[src/rtl/ram_fifo_pkg.sv]
// Shared constants and state encoding for the single-port-RAM FIFO controller.
`timescale 1ns/1ps
package ram_fifo_pkg;

    localparam int DEF_DATA_WIDTH = 32;
    localparam int DEF_ADDR_WIDTH = 5;

    localparam logic [2:0] ST_INIT     = 3'd0;
    localparam logic [2:0] ST_NO_OP    = 3'd1;
    localparam logic [2:0] ST_WRITE    = 3'd2;
    localparam logic [2:0] ST_WR_ERROR = 3'd3;
    localparam logic [2:0] ST_READ     = 3'd4;
    localparam logic [2:0] ST_RD_ERROR = 3'd5;

    typedef enum logic [2:0] {
        INIT     = ST_INIT,
        NO_OP    = ST_NO_OP,
        WRITE    = ST_WRITE,
        WR_ERROR = ST_WR_ERROR,
        READ     = ST_READ,
        RD_ERROR = ST_RD_ERROR
    } state_e;

endpackage

[src/rtl/ram_fifo_cal_addr.sv]
// Next-state pointer and occupancy arithmetic for the FIFO controller.
`timescale 1ns/1ps
module ram_fifo_cal_addr
    import ram_fifo_pkg::*;
#(
    parameter int ADDR_WIDTH = DEF_ADDR_WIDTH
) (
    input  logic                  do_write,
    input  logic                  do_read,
    input  logic [ADDR_WIDTH-1:0] wr_ptr,
    input  logic [ADDR_WIDTH-1:0] rd_ptr,
    input  logic [ADDR_WIDTH:0]   count,
    output logic [ADDR_WIDTH-1:0] wr_ptr_nxt,
    output logic [ADDR_WIDTH-1:0] rd_ptr_nxt,
    output logic [ADDR_WIDTH:0]   count_nxt
);

    // Pointers wrap naturally through the power-of-two address width.
    always_comb begin
        wr_ptr_nxt = wr_ptr;
        rd_ptr_nxt = rd_ptr;
        count_nxt  = count;
        if (do_write) begin
            wr_ptr_nxt = wr_ptr + 1'b1;
            count_nxt  = count + 1'b1;
        end else if (do_read) begin
            rd_ptr_nxt = rd_ptr + 1'b1;
            count_nxt  = count - 1'b1;
        end
    end

endmodule

[src/rtl/ram_fifo_ctrl.sv]
// FIFO controller driving an external single-port RAM; write wins over read.
// Optional almost_full/almost_empty outputs under RAM_FIFO_ALMOST_FLAGS_EN.
`timescale 1ns/1ps
module ram_fifo_ctrl
    import ram_fifo_pkg::*;
#(
    parameter int DATA_WIDTH = DEF_DATA_WIDTH,
    parameter int ADDR_WIDTH = DEF_ADDR_WIDTH
) (
    input  logic                  clk,
    input  logic                  reset,
    input  logic                  wr_en,
    input  logic [DATA_WIDTH-1:0] din,
    input  logic                  rd_en,
    output logic [DATA_WIDTH-1:0] dout,
    output logic                  full,
    output logic                  empty,
    output logic                  wr_ack,
    output logic                  wr_err,
    output logic                  rd_ack,
    output logic                  rd_err,
    output logic [ADDR_WIDTH:0]   data_count,
    output logic                  mem_cen,
    output logic                  mem_wen,
    output logic [ADDR_WIDTH-1:0] mem_addr,
    output logic [DATA_WIDTH-1:0] mem_din,
    input  logic [DATA_WIDTH-1:0] mem_dout
`ifdef RAM_FIFO_ALMOST_FLAGS_EN
    ,
    output logic                  almost_full,
    output logic                  almost_empty
`endif
);

    // state    | meaning
    // INIT     | held in reset
    // NO_OP    | previous cycle had no request
    // WRITE    | previous cycle pushed a word (wr_ack)
    // WR_ERROR | previous cycle pushed into a full FIFO (wr_err)
    // READ     | previous cycle popped; RAM data valid now (rd_ack)
    // RD_ERROR | previous cycle popped an empty FIFO (rd_err)

    localparam logic [ADDR_WIDTH:0] DEPTH = {1'b1, {ADDR_WIDTH{1'b0}}};

    state_e                  state_q, state_d;
    logic [ADDR_WIDTH-1:0]   wr_ptr_q, wr_ptr_d;
    logic [ADDR_WIDTH-1:0]   rd_ptr_q, rd_ptr_d;
    logic [ADDR_WIDTH:0]     count_q, count_d;
    logic                    do_write, do_read;

    assign full  = (count_q == DEPTH);
    assign empty = (count_q == '0);

    always_comb begin
        state_d = NO_OP;
        if (wr_en) begin
            state_d = full ? WR_ERROR : WRITE;
        end else if (rd_en) begin
            state_d = empty ? RD_ERROR : READ;
        end
    end

    assign do_write = (state_d == WRITE);
    assign do_read  = (state_d == READ);

    // RAM drive is combinational in the request cycle and silenced during reset.
    always_comb begin
        mem_cen  = 1'b0;
        mem_wen  = 1'b0;
        mem_addr = '0;
        mem_din  = '0;
        if (!reset) begin
            if (do_write) begin
                mem_cen  = 1'b1;
                mem_wen  = 1'b1;
                mem_addr = wr_ptr_q;
                mem_din  = din;
            end else if (do_read) begin
                mem_cen  = 1'b1;
                mem_addr = rd_ptr_q;
            end
        end
    end

    ram_fifo_cal_addr #(
        .ADDR_WIDTH (ADDR_WIDTH)
    ) u_cal_addr (
        .do_write   (do_write),
        .do_read    (do_read),
        .wr_ptr     (wr_ptr_q),
        .rd_ptr     (rd_ptr_q),
        .count      (count_q),
        .wr_ptr_nxt (wr_ptr_d),
        .rd_ptr_nxt (rd_ptr_d),
        .count_nxt  (count_d)
    );

    always_ff @(posedge clk or posedge reset) begin
        if (reset) begin
            state_q  <= INIT;
            wr_ptr_q <= '0;
            rd_ptr_q <= '0;
            count_q  <= '0;
        end else begin
            state_q  <= state_d;
            wr_ptr_q <= wr_ptr_d;
            rd_ptr_q <= rd_ptr_d;
            count_q  <= count_d;
        end
    end

    assign wr_ack     = (state_q == WRITE);
    assign wr_err     = (state_q == WR_ERROR);
    assign rd_ack     = (state_q == READ);
    assign rd_err     = (state_q == RD_ERROR);
    assign dout       = rd_ack ? mem_dout : '0;
    assign data_count = count_q;

`ifdef RAM_FIFO_ALMOST_FLAGS_EN
    assign almost_full  = (count_q >= (DEPTH - 1'b1));
    assign almost_empty = (count_q <= {{ADDR_WIDTH{1'b0}}, 1'b1});
`endif

endmodule
[config.mk]
export PLATFORM = sky130hd
export DESIGN_NAME = ram_fifo_ctrl
export DESIGN_NICKNAME = d
export VERILOG_FILES = /design/src/rtl/ram_fifo_pkg.sv /design/src/rtl/ram_fifo_cal_addr.sv /design/src/rtl/ram_fifo_ctrl.sv
export SDC_FILE = /design/constraint.sdc
export NUM_CORES = 1
export LEC_CHECK = 0
export ABC_AREA = 1
export CAP_MARGIN = 20
export CORE_AREA = 2 2 89 57
export DETAILED_ROUTE_END_ITERATION = 10
export DIE_AREA = 0 0 91 59
export DONT_BUFFER_PORTS = 1
export SETUP_SLACK_MARGIN = 0.05
export SKIP_CTS_REPAIR_TIMING = 1
export SYNTH_ARGS = -nofsm -noshare
export SYNTH_HDL_FRONTEND = slang
export SYNTH_HIERARCHICAL = 1
export SYNTH_SLANG_ARGS = --single-unit
[constraint.sdc]
create_clock -name clk -period 2 [get_ports clk]
set_clock_uncertainty 0.1 [all_clocks]
set_input_delay 0.3 -clock clk [delete_from_list [all_inputs] [get_ports clk]]
set_output_delay 0.3 -clock clk [all_outputs]
set_load 0.02 [all_outputs]
==> impl_metrics.tcl, run 1 <==
set metrics [dict create \
    yosysMostFrequentCell "inv_1" \
    seqPwrFrac 0.338 \
    cp_num_buf_inv 5 \
    cts_root_buf "clkbuf_8" \
    syn2layout_area_growth_pct 37.24 \
    firstDrtPassIters 4 \
    dp_slack_ns 0.1470 \
    p_int_mw 1.119 \
    clk_latency_ns 0.26 \
    period_share 0.9862 \
    vdd_drop_max_mv 0.4755 \
    p_leak_nw 1.446 \
    violations "hold timing" \
    cts.path.max_buffers 2 \
    ys.flop_type "dfrtp_1" \
    grt_remaining_overflow 0 \
    io-pin-count 151 \
    setup_viol 0 \
    die_area_um2 5369 \
    ant_nets 0 \
    synth_seq_cells 19 \
    synth_top_cell_by_area "dfrtp_1" \
    r2r-start "data_count[1]" \
    finalCriticalPeriod_ns 1.972 \
    syn_inst 274 \
    critPathMaxStageDelay_ns 0.35 \
    finalMaxSlewViolations 0 \
    wl_per_cell_um 13.27 \
    avgSynthCellArea_um2 7.137 \
    grt_pass1_wl_mm 6.969 \
    finalSetupTns_ns 0 \
    num_rows 19 \
    max_slew_margin 0.5114 \
    crit_start "state_q[2]" \
    syn_area_um2 1956 \
    max-cap-violations 0 \
    cts_tree "done" \
    worstPathRequired_ns 1.60 \
    sw_frac_of_total 0.4732 \
    placed_area_um2 2301 \
    critical_path_class "flip-flop to output pin" \
    numCtsBuffers 3 \
    num_antenna_cells 0 \
    ys_types 28 \
    synth_warnings 6 \
    crit_path_cell_trace "inv_1 -> nor3_4 -> buf_4 -> clkinvlp_4 -> buf_6 -> nor2_1 -> buf_4" \
    post-route-util 0.6005 \
    r2r_setup_slack_ns 0.27 \
    drive_gt1_frac 0.4789 \
    p_comb_frac 0.535 \
    vias 1858 \
    drc 0 \
    hold_viol_final 19 \
    yosysSeqAreaShare 0.2431 \
    clkPwrFrac 0.127 \
    synth_fp_nets 346 \
    netlist_top_cells_area "dfrtp_1 24%, nand2_4 12%, nor2_2 11%, inv_1 9.6%, nor2_1 8.3%" \
    cp-end-kind "output pin" \
    core-area_um2 4469 \
    holdWs_ns -0.04434 \
    fp.dieW_um 91 \
    synth_edf_count 0 \
    crit_family "buffers and inverters" \
    outcome "complete, but fails checks" \
    initial_core_util 0.4376 \
    slowest_stage "dfrtp_1" \
    rsz0062_at_grt "true" \
    max_freq_ghz 0.5070 \
    hpwl_mm 3.719 \
    gp_congestion 0.8044 \
    nets 405 \
    fill_cells 416 \
    stdcell_area_um2 2684 \
    regArea_um2 475.5 \
    die_y_um 59 \
    synth_commonest_cells "50 x inv_1, 43 x nor2_1, 34 x nor2_2" \
    multi_input_area_um2 1266 \
    cpMostUsedCell "buf_4" \
    switching_power_mw 1.006 \
    worst_setup_path_start_kind "flip-flop" \
    crit_arrival_ns 1.57 \
    netlist.area_leader.share 0.2431 \
    grtUsageTotal 0.1605 \
    worst_slew_pin_slew_ns 0.7322 \
    hold_path_class "input pin to async pin" \
    wirelength_mm 5.242 \
    crit_fanout 16 \
    port_buffers 0 \
    cts.clk_slew.worst_paths_ns 0.07 \
    p_per_area_nw_per_um2 791.7 \
    grt_pass1_vias 1515 \
    antenna_found_initial 0 \
    cts.sinks 19 \
    drtIter0Drc 52 \
    synth-async-reset-ratio 1.000 \
    vias_per_cell 4.704 \
    htreeDepth 1 \
    fin_ws_ns 0.02759 \
    grt_max_degree 46 \
]
==> sequential cells by signal, summed over array words and instances (netlist names) <==
signal      cells
data_count      6
wr_ptr_q        5
rd_ptr_q        5
state_q         3
==> worst register-to-register path, delay by kind of cell (launching register included) <==
kind / cells / cell delay, ns
DFF: 1 / 0.41
buffers and inverters: 2 / 0.19
xor gates and xnor gates: 1 / 0.14
and+or+nand+nor: 6 / 0.79
==> path summary, 6_finish.rpt <==
kind	end	depth (start not counted)
setup / recovery	dout[23]	7
min in group clk	state_q[2]	1
hold reg to reg	rd_ptr_q[4]	1
setup reg to reg	data_count[2]	9
hold / removal	wr_ptr_q[2]	1
max in group asynchronous	data_count[4]	1
==> stage by stage <==
step	std cells	power (mW)
global placement	377	1.731
global route	395	2.282
floorplan	274	1.498
detailed placement	377	1.753
finish	395	2.125
CTS	381	2.027
==> cells by family (layout without fill, tap and decap cells) <==
logic type               count (synthesis)  in the layout  synth area share
XOR/XNOR                                 9              9           0.04030
adder cells (fa/ha/maj)                  4              4           0.02559
buffers and inverters                   65            123            0.1670
AND/OR/NAND/NOR                        169            169            0.5022
flip-flops                              19             19            0.2431
AO/OA/AOI/OAI                            8              8           0.02175
==> layer usage <==
layer	global-route usage	up-vias	part of all wire
li1	-	923	-
met1	0.1982	848	0.39
met2	0.2899	83	0.53
met3	0.04580	4	0.069
met4	0.02597	0	0.0052
met5	0	-	0
==> cell type report <==
| cell class | instances | share of cell area |
|---|---|---|
| timing repair inverter | 2 | 0.006993 |
| inverter | 54 | 0.08671 |
| timing repair buffer | 63 | 0.2107 |
| clock inverter | 1 | 0.001865 |
| tap | 63 | 0.02937 |
| multi-input combinational | 190 | 0.4718 |
| sequential | 19 | 0.1772 |
| clock buffer | 3 | 0.01538 |
==> power by group through the flow <==
stage / registers [mW] / logic [mW] / clock network, mW
after global routing: 0.741 / 1.24 / 0.297
after detailed placement: 0.712 / 1.04 / 0
final: 0.719 / 1.14 / 0.270
after global placement: 0.706 / 1.03 / 0
after floorplan: 0.793 / 0.705 / 0
after CTS: 0.702 / 1.05 / 0.278
==> placed cells by master (no fill, tap or decap), types with 2 or more instances in the layout <==
cell type | Yosys | layout
inv_1 | 50 | 49
buf_4 | 0 | 44
nor2_2 | 34 | 38
nand2_1 | 31 | 29
nor2_1 | 43 | 28
nand2_4 | 21 | 20
dfrtp_1 | 19 | 19
nand3_1 | 16 | 16
buf_6 | 4 | 16
nor2_4 | 2 | 13
nand2_2 | 10 | 12
a21oi_1 | 6 | 6
nand4_1 | 6 | 6
xnor2_1 | 5 | 5
xor2_1 | 4 | 4
ha_1 | 4 | 4
nor3_1 | 3 | 3
clkbuf_8 | 0 | 3
inv_2 | 2 | 2
clkinvlp_4 | 0 | 2
(Power assumes the default switching activity.)
==> run 2: changes to the inputs <==
Settings changed: PLACE_DENSITY_LB_ADDON from default to 0.08.
==> run 2 against run 1 <==
  * The flow still finishes with violations (hold timing)
  * Sequential power about the same
  * Largest power group unchanged
  * Power grew 0.71%
  * Sequential share of layout area increased by 0.70 points
  * Count of clock-buffer cells in the layout rose by 1
  * Critical path type unchanged
  * Routed wire length decreased by 2.0%
==> impl_metrics.tcl, run 2 (same netlist as run 1, synthesis figures left out) <==
set metrics [dict create \
    outcome "complete, but fails checks" \
    violations "hold timing" \
    r2r_cells 8 \
    wl_per_cell_um 13.24 \
    grt_pass1_wl_mm 7.189 \
    cts_root_buf "clkbuf_8" \
    gp_congestion 0.7701 \
    die_area_um2 5369 \
    max_slew_margin 0.4970 \
    firstDrtPassIters 4 \
    vias 1831 \
    wirelength_mm 5.137 \
    cp-end-kind "output pin" \
    placed_area_um2 2308 \
    grt_remaining_overflow 0 \
    setup_viol 0 \
    layout_commonest_cell "buf_4" \
    syn2layout_area_growth_pct 31.99 \
    r2r_end "data_count[3]" \
    drive_gt1_frac 0.4277 \
    hpwl_mm 3.845 \
    worst_setup_path_start_kind "flip-flop" \
    grt_max_degree 46 \
    cts.sinks 19 \
    largest_reg_flops 6 \
    port_buffers 0 \
    r2r-start "data_count[1]" \
    p_leak_nw 1.400 \
    cts_tree "done" \
    drtIter0Drc 71 \
    finalCriticalPeriod_ns 1.888 \
    num_antenna_cells 0 \
    num_rows 19 \
    crit_start "data_count[1]" \
    vdd_drop_max_mv 0.4968 \
    worst_slew_pin_slew_ns 0.7537 \
    initial_core_util 0.4376 \
    vias_per_cell 4.719 \
    cts.clk_slew.worst_paths_ns 0.07 \
    grtUsageTotal 0.1660 \
    clk_latency_ns 0.26 \
    mostFrequentLayoutCells "53 x buf_4, 50 x inv_1, 42 x nor2_1" \
    stdcell_area_um2 2581 \
    crit_arrival_ns 1.49 \
    core-area_um2 4469 \
    max-cap-violations 0 \
    rsz0062_at_grt "true" \
    p_per_area_nw_per_um2 829.0 \
    r2r_setup_slack_ns 0.22 \
    numCtsBuffers 3 \
    hold_path_class "input pin to async pin" \
    critPathCapture "mem_din[1]" \
    ant_nets 0 \
    io-pin-count 151 \
    max_freq_ghz 0.5298 \
    holdWs_ns -0.01641 \
    period_share 0.9438 \
    grt_pass1_vias 1463 \
    hold_viol_final 19 \
    nets 398 \
    crit_fanout 22 \
    fp.dieW_um 91 \
    drc 0 \
    cts.path.max_buffers 2 \
    htreeDepth 1 \
    finalSetupTns_ns 0 \
    antenna_found_initial 0 \
    finalMaxSlewViolations 0 \
    die_y_um 59 \
    critical_path_class "flip-flop to output pin" \
    worstPathRequired_ns 1.60 \
]
## run 2: changes by cell type in the layout (fill, tap and decap cells not counted), moves of 4 or more
cell | previous run | this run
buf_4 | 44 | 53
a21oi_2 | 0 | 4
a21oi_1 | 6 | 2
nor2_4 | 13 | 24
nor2_2 | 38 | 13
buf_6 | 16 | 2
nor2_1 | 28 | 42
## run 2: worst max-delay path, stage by stage (launching register included)
cell and delay (ns):
dfrtp_1 0.41, nor2_4 0.16, nand3_4 0.13, nand2_8 0.18
clkinv_8 0.18, nand2_4 0.11, nor2_4 0.05
## run 2: metrics by stage
| stage | util | worst slack (ns) | cells | total power, mW | hold WS, ns |
|---|---|---|---|---|---|
| floorplan | - | 0.1923 | 274 | 1.498 | 0.2314 |
| global placement | 0.5165 | 0.1239 | 378 | 1.761 | 0.2322 |
| detailed placement | 0.5165 | 0.1345 | 378 | 1.767 | 0.2323 |
| CTS | 0.5266 | -0.04764 | 382 | 2.039 | -0.03760 |
| global route | 0.5775 | 0.01190 | 388 | 2.299 | 0.03391 |
| finish | 0.5775 | 0.1125 | 388 | 2.140 | -0.01641 |
## run 2: worst min path at each step
stage / end / from / cells after the start
global placement: state_q[1] / wr_en / 0
CTS: state_q[1] / wr_en / 0
floorplan: state_q[1] / wr_en / 0
finish: wr_ptr_q[4] / reset / 1
detailed placement: state_q[1] / wr_en / 0
global route: state_q[2] / wr_en / 1
## run 2: power breakdown
part | switching, mW | leakage (nW) | internal, mW
logic | 0.714 | 1.14 | 0.438
clock network | 0.127 | 0.0228 | 0.142
registers | 0.179 | 0.233 | 0.539
## run 2: layout make-up
cell class	instances	area, um2
fillers	419	1888
multi-input cells	190	1295
flip-flops and latches	19	475.5
repair buffers	56	430.4
inverters	54	229.0
well taps	63	78.83
clock buffers	4	45.04
repair inverters	2	27.53
## run 2: routing by layer
layer / up-vias / part of all wire / track usage
li1: 913 / - / -
met1: 828 / 0.42 / 0.2257
met2: 88 / 0.51 / 0.2783
met3: 2 / 0.071 / 0.04071
met4: 0 / 0.0027 / 0.02597
met5: - / 0 / 0
